--- src/rtl/pipe_pkg.sv ---
// Shared pipeline field widths and EX/MEM packing layout for the 32-bit MIPS core.
// Control sits at the LSBs so a bubble can zero it with a low-bit mask.
package pipe_pkg;
  localparam int WB_W       = 2;
  localparam int MEM_W      = 3;
  localparam int CTRL_W     = WB_W + MEM_W;
  localparam int REG_ADDR_W = 5;
  localparam int XLEN       = 32;
  localparam int EXMEM_W    = 107;

  localparam int EXMEM_CTRL_LSB = 0;
  localparam int EXMEM_DST_LSB  = EXMEM_CTRL_LSB + CTRL_W;
  localparam int EXMEM_ZERO_LSB = EXMEM_DST_LSB + REG_ADDR_W;
  localparam int EXMEM_RD2_LSB  = EXMEM_ZERO_LSB + 1;
  localparam int EXMEM_ALU_LSB  = EXMEM_RD2_LSB + XLEN;
  localparam int EXMEM_PC4_LSB  = EXMEM_ALU_LSB + XLEN;

  // Declared MSB first, so ctrl lands at bit 0.
  typedef struct packed {
    logic [XLEN-1:0]       pc4;
    logic [XLEN-1:0]       alu;
    logic [XLEN-1:0]       rd2;
    logic                  zero;
    logic [REG_ADDR_W-1:0] dst;
    logic [CTRL_W-1:0]     ctrl;
  } exmem_t;
endpackage

--- src/rtl/pipe_stage_reg_if.sv ---
// Upstream/downstream handshake bundle of one pipeline stage.
// slave = the stage register, master = whatever drives and consumes it.
interface pipe_stage_reg_if #(
  parameter int DATA_W = 107,
  parameter int CNT_W  = 16
);
  logic              in_valid;
  logic              in_ready;
  logic [DATA_W-1:0] in_data;
  logic              flush;
  logic              out_valid;
  logic              out_ready;
  logic [DATA_W-1:0] out_data;
  logic [CNT_W-1:0]  stall_cnt;

  modport master (
    output in_valid, in_data, flush, out_ready,
    input  in_ready, out_valid, out_data, stall_cnt
  );

  modport slave (
    input  in_valid, in_data, flush, out_ready,
    output in_ready, out_valid, out_data, stall_cnt
  );
endinterface

--- src/rtl/pipe_skid_slot.sv ---
// One valid+data holding register; kill beats load, load beats drain.
// Data is only written on a surviving load so the payload holds through bubbles.
module pipe_skid_slot #(
  parameter int DATA_W = 107
) (
  input  logic              clock,
  input  logic              reset,
  input  logic              kill_i,
  input  logic              load_i,
  input  logic              drain_i,
  input  logic [DATA_W-1:0] dat_i,
  output logic              vld_o,
  output logic [DATA_W-1:0] dat_o
);
  logic              vld_q, vld_d;
  logic [DATA_W-1:0] dat_q, dat_d;

  always_comb begin
    vld_d = vld_q;
    dat_d = dat_q;
    if (kill_i) begin
      vld_d = 1'b0;
    end else if (load_i) begin
      vld_d = 1'b1;
      dat_d = dat_i;
    end else if (drain_i) begin
      vld_d = 1'b0;
    end
  end

  always_ff @(posedge clock) begin
    if (reset) begin
      vld_q <= 1'b0;
      dat_q <= '0;
    end else begin
      vld_q <= vld_d;
      dat_q <= dat_d;
    end
  end

  assign vld_o = vld_q;
  assign dat_o = dat_q;
endmodule

--- src/rtl/pipe_stage_reg.sv ---
// Elastic pipeline stage: valid/ready, flush, bubble NOP on control bits, optional skid slot.
// Adds one cycle of latency; with SKID=1 in_ready comes straight from the skid valid flop.
module pipe_stage_reg #(
  parameter int DATA_W = pipe_pkg::EXMEM_W,
  parameter int CTRL_W = pipe_pkg::CTRL_W,
  parameter int SKID   = 0,
  parameter int CNT_W  = 16
) (
  input  logic             clock,
  input  logic             reset,
  pipe_stage_reg_if.slave  bus
);
  localparam logic [DATA_W-1:0] CTRL_MASK = (DATA_W'(1) << CTRL_W) - DATA_W'(1);

  logic              main_vld, skid_vld;
  logic [DATA_W-1:0] main_dat, skid_dat, main_src;
  logic              in_xfer, main_load;
  logic [CNT_W-1:0]  cnt_q, cnt_d;

  assign bus.in_ready = (SKID != 0) ? !skid_vld : (!main_vld || bus.out_ready);
  assign in_xfer      = bus.in_valid && bus.in_ready;

  // A parked skid beat always goes to main before anything new.
  assign main_load = (skid_vld && bus.out_ready) ||
                     (in_xfer && !skid_vld && (!main_vld || bus.out_ready));
  assign main_src  = skid_vld ? skid_dat : bus.in_data;

  pipe_skid_slot #(.DATA_W(DATA_W)) u_main (
    .clock   (clock),
    .reset   (reset),
    .kill_i  (bus.flush),
    .load_i  (main_load),
    .drain_i (bus.out_ready),
    .dat_i   (main_src),
    .vld_o   (main_vld),
    .dat_o   (main_dat)
  );

  if (SKID != 0) begin : g_skid
    logic skid_load;
    assign skid_load = in_xfer && main_vld && !bus.out_ready;

    pipe_skid_slot #(.DATA_W(DATA_W)) u_skid (
      .clock   (clock),
      .reset   (reset),
      .kill_i  (bus.flush),
      .load_i  (skid_load),
      .drain_i (bus.out_ready),
      .dat_i   (bus.in_data),
      .vld_o   (skid_vld),
      .dat_o   (skid_dat)
    );
  end else begin : g_noskid
    assign skid_vld = 1'b0;
    assign skid_dat = '0;
  end

  assign bus.out_valid = main_vld;
  assign bus.out_data  = main_vld ? main_dat : (main_dat & ~CTRL_MASK);

  always_comb begin
    cnt_d = cnt_q;
    if (main_vld && !bus.out_ready && (cnt_q != {CNT_W{1'b1}}))
      cnt_d = cnt_q + CNT_W'(1);
  end

  always_ff @(posedge clock) begin
    if (reset) cnt_q <= '0;
    else       cnt_q <= cnt_d;
  end

  assign bus.stall_cnt = cnt_q;
endmodule

--- src/flat_wrapper.sv ---
// flat-port wrapper written by rule: the top's interface ports become plain ports
module pipe_stage_reg_flat 
#(
  parameter int DATA_W = pipe_pkg::EXMEM_W,
  parameter int CTRL_W = pipe_pkg::CTRL_W,
  parameter int SKID   = 0,
  parameter int CNT_W  = 16
)
  (clock, reset, bus_in_valid, bus_in_data, bus_flush, bus_out_ready, bus_in_ready, bus_out_valid, bus_out_data, bus_stall_cnt);
  pipe_stage_reg_if #(.DATA_W(DATA_W), .CNT_W(CNT_W)) bus_i ();
  input  logic clock;
  input  logic reset;
  input wire logic [$bits(bus_i.in_valid)-1:0] bus_in_valid;
  input wire logic [$bits(bus_i.in_data)-1:0] bus_in_data;
  input wire logic [$bits(bus_i.flush)-1:0] bus_flush;
  input wire logic [$bits(bus_i.out_ready)-1:0] bus_out_ready;
  output wire logic [$bits(bus_i.in_ready)-1:0] bus_in_ready;
  output wire logic [$bits(bus_i.out_valid)-1:0] bus_out_valid;
  output wire logic [$bits(bus_i.out_data)-1:0] bus_out_data;
  output wire logic [$bits(bus_i.stall_cnt)-1:0] bus_stall_cnt;
  assign bus_i.in_valid = bus_in_valid;
  assign bus_i.in_data = bus_in_data;
  assign bus_i.flush = bus_flush;
  assign bus_i.out_ready = bus_out_ready;
  assign bus_in_ready = bus_i.in_ready;
  assign bus_out_valid = bus_i.out_valid;
  assign bus_out_data = bus_i.out_data;
  assign bus_stall_cnt = bus_i.stall_cnt;
  pipe_stage_reg #(.DATA_W(DATA_W), .CTRL_W(CTRL_W), .SKID(SKID), .CNT_W(CNT_W)) u_core (.clock(clock), .reset(reset), .bus(bus_i));
endmodule
--- config.mk ---
export PLATFORM = sky130hd
export DESIGN_NAME = pipe_stage_reg_flat
export DESIGN_NICKNAME = d
export VERILOG_FILES = /design/src/rtl/pipe_pkg.sv /design/src/rtl/pipe_stage_reg_if.sv /design/src/rtl/pipe_skid_slot.sv /design/src/rtl/pipe_stage_reg.sv /design/src/flat_wrapper.sv
export SDC_FILE = /design/constraint.sdc
export NUM_CORES = 1
export LEC_CHECK = 0
export ABC_AREA = 0
export CORE_UTILIZATION = 30
export DETAILED_ROUTE_END_ITERATION = 16
export PLACE_DENSITY = 0.72
export SLEW_MARGIN = 25
export SYNTH_ARGS = -nofsm -noshare
export SYNTH_HDL_FRONTEND = slang
export SYNTH_SLANG_ARGS = --single-unit
--- constraint.sdc ---
create_clock -name clock -period 3.2 [get_ports clock]
set_input_delay 0.48 -clock clock [delete_from_list [all_inputs] [get_ports clock]]
set_output_delay 0.48 -clock clock [all_outputs]
set_load 0.02 [all_outputs]
==> flow_summary_export.csv, run 1 <==
group,metric,value,unit
layout,antennaDiodeCount,0,
hold_path,holdPathStages,2,
cts,cts_hold_buf,0,
setup_path,end_kind,"primary output",
route,wire_per_inst,13.3,µm
setup_path,cp_slowest_cell,"clkdlybuf4s50_1",
cts,cts_tree,"built",
timing,tightest_slew,0.849,ns
pwr,leakage,0.00273,µW
logic_synthesis,ys_dominant_reg_cell,"dfxtp_1",
setup_path,required,2.72,ns
global_route,gr-total-overflow,0,
layout,layout.cells.non_filler,1036,
die,pin_count,237,
global_route,grt_pass1_vias,4182,
hold_path,whs_endpoint,"u_core.u_main.dat_o[69]",
route,ant_nets,0,
setup_path,reg2reg_depth,5,
pwr,ir_drop,415,µV
die,core,17400,µm²
timing,fin_ws,0.899,ns
logic_synthesis,ys_seq_area_frac,0.462,
global_route,grt_pass1_wl,20800,µm
hold_path,hp-class,"reg2reg",
placement,dp_slack,0.962,ns
setup_path,rrSetupSlack,1.26,ns
setup_path,start_kind,"flop",
cts,cts_buffers,17,
setup_path,r2r-start,"u_core.bus.stall_cnt[0]",
timing,period_needed,2.30,ns
layout,drive_gt1_frac,0.0555,
setup_path,crit_type,"reg2out",
logic_synthesis,syn_nets,792,
global_route,grt_max_degree,78,
cts,clk_pin_slew_worst_paths,0.06,ns
die,std_cell_rows,48,
layout,nets,911,
cts,post_cts_resized,0,
route,first_iter_violations,259,
logic_synthesis,synthTopCellsByCount,"219 x nand2_1, 124 x dfxtp_1, 119 x a21oi_1",
logic_synthesis,yosysMostFrequentCell,"nand2_1",
die,start_util,0.309,
placement,hpwl,9140,µm
timing,tns,0,ns
global_route,antenna_found_initial,0,
cts,clk_latency,0.41,ns
outcome,status,"finished clean",
pwr,finalPower,4120,µW
placement,io_buffers,236,
layout,register_area,2480,µm²
timing,rsz0062_at_grt,"false",
setup_path,reg2reg_to,"u_core.bus.stall_cnt[5]",
global_route,track_usage,0.147,
logic_synthesis,synthArstFlopShare,0,
setup_path,path_max_fanout,9,
timing,fin_skew,0.00596,ns
route,dr.pass1.iters,5,
timing,max_slew_margin,0.434,
layout,syn_to_final_growth,44.0,%
job,drv_cap,0,
pwr,power_density,532,nW/µm²
cts,clock-sinks,124,
layout,n_fill_cell,1696,
timing,setup_violations,0,
layout,multi_input_area,1920,µm²
cts,htreeDepth,4,
cts,cts_setup_buffers,0,
logic_synthesis,synth.top_cell.area_share,0.462,
timing,fin_crit_sh,0.719,
logic_synthesis,avgSynthCellArea,7.92,µm²
logic_synthesis,ys_seq_elements,124,
setup_path,worst_ep_arrival_time,1.82,ns
cts,root_buffer,"clkbuf_16",
timing,finalHoldViolCount,0,
placement,dp_cells,1004,
setup_path,max_stage_delay,0.55,ns
timing,drv_slew,0,
cts,cts_max_path_buffers,2,
logic_synthesis,synth.cell_area,5380,µm²
route,vias_per_cell,4.51,
timing,fmax,435,MHz
logic_synthesis,synthTopCellsByArea,"dfxtp_1 46%, nand2_1 15%, buf_4 15%",
logic_synthesis,yosysWarnings,0,
logic_synthesis,synth-edff-count,0,
route,drc_errors,0,
logic_synthesis,synth_cell_type_count,35,
placement,place_congestion,0.754,
hold_path,hold_start,"u_core.u_main.dat_o[69]",
setup_path,path_cells,"nor2b_1 > inv_2 > clkdlybuf4s50_1",
die,die_area,18500,µm²
logic_synthesis,synthCells,679,
die,die_h,136,µm
route,routed_wl,13800,µm
route,vias,4674,
die,die_x,136,µm
logic_synthesis,yosys.area.top_type,"dfxtp_1",
==> final cells by class <==
class	count	share of cell area
flip-flops and latches	124	0.321
well taps	225	0.0364
inverters	3	0.00145
repair buffers	243	0.315
clock buffers	21	0.0608
clock inverters	11	0.0183
multi-input cells	409	0.248
==> worst max path at each step <==
stage          slack (ns)               startpoint                       to
3_5_place_dp         0.96            bus_out_ready             bus_in_ready
4_1_cts              0.87      u_core.u_main.vld_o             bus_in_ready
5_1_grt              0.79      u_core.u_main.vld_o             bus_in_ready
2_1_floorplan        1.41  u_core.bus.stall_cnt[0]  u_core.bus.stall_cnt[5]
3_3_place_gp         0.98            bus_out_ready             bus_in_ready
6_report             0.90      u_core.u_main.vld_o             bus_in_ready
==> power breakdown <==
part	internal, µW	total [µW]	switching, µW	leakage [µW]
Combinational	265	499	233	0.00143
Sequential	1610	1640	30.9	0.00101
Clock	1280	1980	698	0.000295
==> cell usage in the layout (no fill, tap or decap), types with 2 or more instances in the layout <==
master	Yosys	final
a21oi_1	119	119
a311oi_1	2	2
a31oi_1	2	2
and2_1	5	5
and4_1	3	3
buf_12	0	2
buf_4	107	6
bufinv_16	0	3
clkbuf_16	0	17
clkbuf_8	0	3
clkdlybuf4s50_1	0	235
clkinv_2	0	4
clkinvlp_4	0	3
dfxtp_1	124	124
inv_1	2	2
nand2_1	219	219
nand3_1	3	3
nand3b_1	2	2
nand4_1	6	6
nand4_2	2	2
nor2_1	5	5
nor2b_1	2	2
nor3_1	5	5
nor4_1	2	2
o21ai_0	2	2
o21ai_1	4	4
o31ai_1	5	5
or3_1	6	6
or4_1	6	6
==> worst max-delay path: cells and delay by family (launching register included) <==
family	cells	cell delay (ns)
buffers and inverters	2	0.64
DFF	1	0.53
and+or+nand+nor	1	0.25
==> state kept, by name (all words and copies together), names as in the netlist <==
signal,cells
u_core.u_main.dat_o,107
u_core.u_main.vld_o,1
u_core.bus.stall_cnt,16
==> routing by layer <==
metal	vias up	routed length, µm	track usage
met3	19	1340	0.0712
li1	2369	-	-
met2	170	6380	0.233
met5	-	0	0
met1	2116	5720	0.166
met4	0	335	0.0630
==> stage by stage <==
stage                     hold slack, ns  area [µm²]  utilization
final                              0.450        7740        0.444
after global routing               0.466        7740        0.444
after floorplan                    0.432        5380            -
after global placement             0.438        7130        0.409
after detailed placement           0.445        7130        0.409
after CTS                          0.453        7740        0.444
==> cell families (layout without fill, tap and decap cells) <==
| logic type | after synthesis | in the layout | share of synthesized area |
|---|---|---|---|
| adder cells (fa/ha/maj) | 1 | 1 | 0.00233 |
| flip-flops | 124 | 124 | 0.462 |
| AO/OA/AOI/OAI | 136 | 136 | 0.132 |
| buffers and inverters | 146 | 278 | 0.183 |
| AND/OR/NAND/NOR | 272 | 272 | 0.221 |
No activity file was read; power rests on OpenSTA's default activity.
==> inputs of run 2 (changes only) <==
==> constraint.sdc (replaced) <==
create_clock -name clock -period 2.35 [get_ports clock]
set_input_delay 0.3525 -clock clock [delete_from_list [all_inputs] [get_ports clock]]
set_output_delay 0.3525 -clock clock [all_outputs]
set_load 0.02 [all_outputs]
==> flow_summary_export.csv, run 2 (same netlist as run 1, synthesis figures left out) <==
group,metric,value,unit
job,drv_cap,0,
route,wire_per_inst,13.3,µm
cts,htreeDepth,4,
timing,finalHoldViolCount,0,
setup_path,worst_ep_arrival_time,1.85,ns
timing,max_slew_margin,0.534,
timing,fin_crit_sh,0.937,
timing,setup_violations,0,
pwr,leakage,0.00275,µW
die,core,17400,µm²
route,ant_nets,0,
layout,drive_gt1_frac,0.0603,
route,dr.pass1.iters,4,
cts,clock-sinks,124,
timing,drv_slew,0,
setup_path,crit_type,"reg2out",
timing,period_needed,2.20,ns
cts,cts_max_path_buffers,2,
global_route,gr-total-overflow,0,
die,start_util,0.309,
timing,tightest_slew,0.699,ns
global_route,antenna_found_initial,0,
setup_path,end_kind,"primary output",
die,pin_count,237,
timing,fin_skew,0.00971,ns
cts,cts_buffers,17,
placement,dpl-instance-area,7170,µm²
die,die_h,136,µm
timing,fmax,454,MHz
timing,tns,0,ns
layout,n_fill_cell,1714,
layout,layout.cells.non_filler,1038,
route,vias,4640,
setup_path,required,2.00,ns
layout,antennaDiodeCount,0,
layout,layout_commonest_cell,"clkdlybuf4s50_1",
layout,nets,913,
global_route,grt_max_degree,63,
timing,rsz0062_at_grt,"false",
setup_path,path_max_fanout,9,
route,first_iter_violations,184,
layout,design_area,7790,µm²
cts,clk_pin_slew_worst_paths,0.06,ns
pwr,ir_drop,468,µV
layout,largest_reg_flops,107,
outcome,status,"finished clean",
placement,dp_cells,1006,
layout,fin_util,0.447,
global_route,grt_pass1_vias,4272,
timing,fin_hold_ws,0.450,ns
layout,syn_to_final_growth,44.9,%
route,routed_wl,13800,µm
die,die_x,136,µm
placement,hpwl,9300,µm
global_route,track_usage,0.146,
hold_path,hp-class,"reg2reg",
placement,place_congestion,0.777,
route,drc_errors,0,
cts,root_buffer,"clkbuf_16",
setup_path,start_kind,"flop",
die,std_cell_rows,48,
global_route,grt_pass1_wl,20900,µm
route,vias_per_cell,4.47,
pwr,power_density,724,nW/µm²
cts,cts_tree,"built",
layout,layout_common_cells,"235 x clkdlybuf4s50_1, 219 x nand2_1, 124 x dfxtp_1, 119 x a21oi_1, 17 x clkbuf_16",
die,die_area,18500,µm²
cts,cts_hold_buf,0,
placement,io_buffers,236,
cts,clk_latency,0.41,ns
-- run 2: changes by cell type in the layout (fill, tap and decap cells not counted), sizes merged --
cell / delta
clkinv: -1
clkinvlp: +1
clkbuf: -2
buf: +2
inv: +2
-- run 2: per-layer routing --
layer / vias up / GRT usage / share of wire
li1: 2366 / - / -
met1: 2093 / 0.170 / 0.43
met2: 164 / 0.240 / 0.47
met3: 17 / 0.0600 / 0.082
met4: 0 / 0.0549 / 0.015
met5: - / 0 / 0
-- run 2: critical path, stage by stage, from the launching register on --
cell,delay (ns)
dfxtp_1,0.53
nor2b_2,0.28
inv_2,0.08
clkdlybuf4s50_1,0.54
-- run 2: through the flow --
step,worst slack [ns],total power (µW)
floorplan,0.557,2680
finish,0.149,5640
global placement,0.285,2960
detailed placement,0.253,2970
CTS,0.0758,5730
global route,0.0826,5870
-- run 2: repair_timing --
action                     4_1_cts  5_1_grt
buffers inserted                 0        0
setup endpoints to repair        0        1
gates resized for setup          0        1
-- run 2: final cells by class --
| class | count | area (µm²) | area share |
|---|---|---|---|
| Sequential cell | 124 | 2480 | 0.319 |
| Tap cell | 225 | 282 | 0.0361 |
| Multi-Input combinational cell | 409 | 1920 | 0.246 |
| Clock buffer | 19 | 453 | 0.0581 |
| Inverter | 3 | 11.3 | 0.00145 |
| Clock inverter | 13 | 165 | 0.0212 |
| Timing Repair Buffer | 245 | 2480 | 0.318 |
-- run 2: power breakdown --
part | switching, µW | internal [µW] | leakage (µW) | total (µW)
sequential | 42.8 | 2190 | 0.00101 | 2230
combinational | 319 | 368 | 0.00145 | 688
clock | 990 | 1730 | 0.000292 | 2720
-- run 2: worst paths after layout --
kind                      startpoint  slack (ns)                       to  depth (start not counted)
max reg2reg  u_core.bus.stall_cnt[0]        0.41  u_core.bus.stall_cnt[5]                          5
min          u_core.u_main.dat_o[28]        0.45  u_core.u_main.dat_o[28]                          2
min reg2reg  u_core.u_main.dat_o[28]        0.45  u_core.u_main.dat_o[28]                          2
max              u_core.u_main.vld_o        0.15             bus_in_ready                          3
==> inputs of run 3 (changes only) <==
--- a/config.mk
+++ b/config.mk
@@ -9,6 +9,7 @@
 export CORE_UTILIZATION = 30
 export DETAILED_ROUTE_END_ITERATION = 16
 export PLACE_DENSITY = 0.72
+export SETUP_SLACK_MARGIN = 0.1
 export SLEW_MARGIN = 25
 export SYNTH_ARGS = -nofsm -noshare
 export SYNTH_HDL_FRONTEND = slang
==> flow_summary_export.csv, run 3 (same netlist as run 1, synthesis figures left out) <==
group,metric,value,unit
outcome,status,"finished clean",
setup_path,crit_type,"reg2out",
layout,nets,913,
timing,setup_violations,0,
die,die_area,18500,µm²
pwr,finalPower,5640,µW
layout,largest_reg_flops,107,
global_route,antenna_found_initial,0,
global_route,top_usage_layer,"met2",
route,dr.pass1.iters,4,
setup_path,required,2.00,ns
cts,cts_hold_buf,0,
route,first_iter_violations,184,
placement,place_congestion,0.777,
job,drv_cap,0,
timing,tightest_slew,0.699,ns
cts,htreeDepth,4,
route,ant_nets,0,
cts,cts_buffers,17,
placement,hpwl,9300,µm
timing,period_needed,2.07,ns
pwr,sw_frac_of_total,0.240,
layout,antennaDiodeCount,0,
layout,drive_gt1_frac,0.0615,
cts,clock-sinks,124,
global_route,use_met2,0.240,
global_route,gr-total-overflow,0,
layout,layout_commonest_cell,"clkdlybuf4s50_1",
placement,io_buffers,236,
timing,drv_slew,0,
global_route,grt_pass1_vias,4267,
cts,clk_latency,0.41,ns
cts,cts_max_path_buffers,2,
pwr,ir_drop,468,µV
pwr,p_switching,1350,µW
route,vias,4638,
die,die_h,136,µm
placement,dpl-instance-area,7170,µm²
setup_path,path_max_fanout,9,
global_route,grt_max_degree,63,
hold_path,hp-class,"reg2reg",
die,std_cell_rows,48,
timing,rsz0062_at_grt,"false",
timing,finalHoldViolCount,0,
setup_path,end_kind,"primary output",
placement,dp_cells,1006,
global_route,track_usage,0.146,
die,start_util,0.309,
pwr,p_comb_frac,0.122,
pwr,power_frac_clock,0.482,
layout,syn_to_final_growth,44.9,%
timing,fin_crit_sh,0.881,
global_route,use_met3,0.0600,
die,die_x,136,µm
route,drc_errors,0,
route,wire_per_inst,13.3,µm
layout,layout.cells.non_filler,1038,
timing,fin_skew,0.00966,ns
die,pin_count,237,
pwr,p_int,4290,µW
pwr,power_density,724,nW/µm²
cts,root_buffer,"clkbuf_16",
global_route,grt_pass1_wl,20900,µm
pwr,p_seq_frac,0.396,
die,core,17400,µm²
timing,max_slew_margin,0.534,
layout,n_fill_cell,1713,
cts,cts_tree,"built",
setup_path,worst_ep_arrival_time,1.72,ns
cts,clk_pin_slew_worst_paths,0.06,ns
route,routed_wl,13800,µm
global_route,grt.met1_usage,0.169,
timing,tns,0,ns
layout,design_area,7790,µm²
setup_path,start_kind,"flop",
pwr,leakage,0.00275,µW
timing,fmax,483,MHz
layout,layout_common_cells,"235 x clkdlybuf4s50_1, 219 x nand2_1, 123 x dfxtp_1, 119 x a21oi_1, 17 x clkbuf_16",
route,vias_per_cell,4.47,
## run 3: metrics by stage
step                       util  worst slack, ns  hold slack (ns)
after floorplan               -            0.557            0.432
after global placement    0.412            0.285            0.437
after detailed placement  0.412            0.253            0.445
after CTS                 0.447            0.142            0.453
after global routing      0.447            0.198            0.467
final                     0.447            0.280            0.450
## run 3: repair_timing
action                                  CTS  global route
buffers inserted                          0             0
endpoints found under the setup margin    1             1
gates resized for setup                   1             1
gates cloned                              0             0
## run 3: path summary, 6_finish.rpt
path                                start                       to  slack (ns)  cells past startpoint
hold reg to reg   u_core.u_main.dat_o[28]  u_core.u_main.dat_o[28]        0.45                      2
hold / removal    u_core.u_main.dat_o[28]  u_core.u_main.dat_o[28]        0.45                      2
setup reg to reg  u_core.bus.stall_cnt[0]  u_core.bus.stall_cnt[5]        0.40                      5
setup / recovery      u_core.u_main.vld_o             bus_in_ready        0.28                      3
## run 3: metal layers
metal | wire length (µm) | share of wire | vias up
li1 | - | - | 2365
met1 | 5930 | 0.43 | 2092
met2 | 6560 | 0.47 | 164
met3 | 1130 | 0.082 | 17
met4 | 208 | 0.015 | 0
met5 | 0 | 0 | -
## run 3: power by group through the flow
| stage | clock network (µW) | registers, µW | logic, µW |
|---|---|---|---|
| detailed placement | 0 | 2280 | 694 |
| global route | 2890 | 2240 | 740 |
| floorplan | 0 | 2270 | 405 |
| finish | 2720 | 2230 | 688 |
| global placement | 0 | 2270 | 689 |
| CTS | 2800 | 2230 | 697 |
## run 3: layout make-up
cell class | instances | area [µm²] | share of cell area
flip-flops and latches | 124 | 2480 | 0.319
repair buffers | 245 | 2480 | 0.318
multi-input cells | 409 | 1920 | 0.246
clock buffers | 19 | 453 | 0.0581
well taps | 225 | 282 | 0.0361
clock inverters | 13 | 165 | 0.0212
inverters | 3 | 11.3 | 0.00145
## run 3: worst max-delay path, stage by stage (launching register included)
cell and delay, ns:
dfxtp_2 0.43, nor2b_2 0.25, inv_2 0.08, clkdlybuf4s50_1 0.54
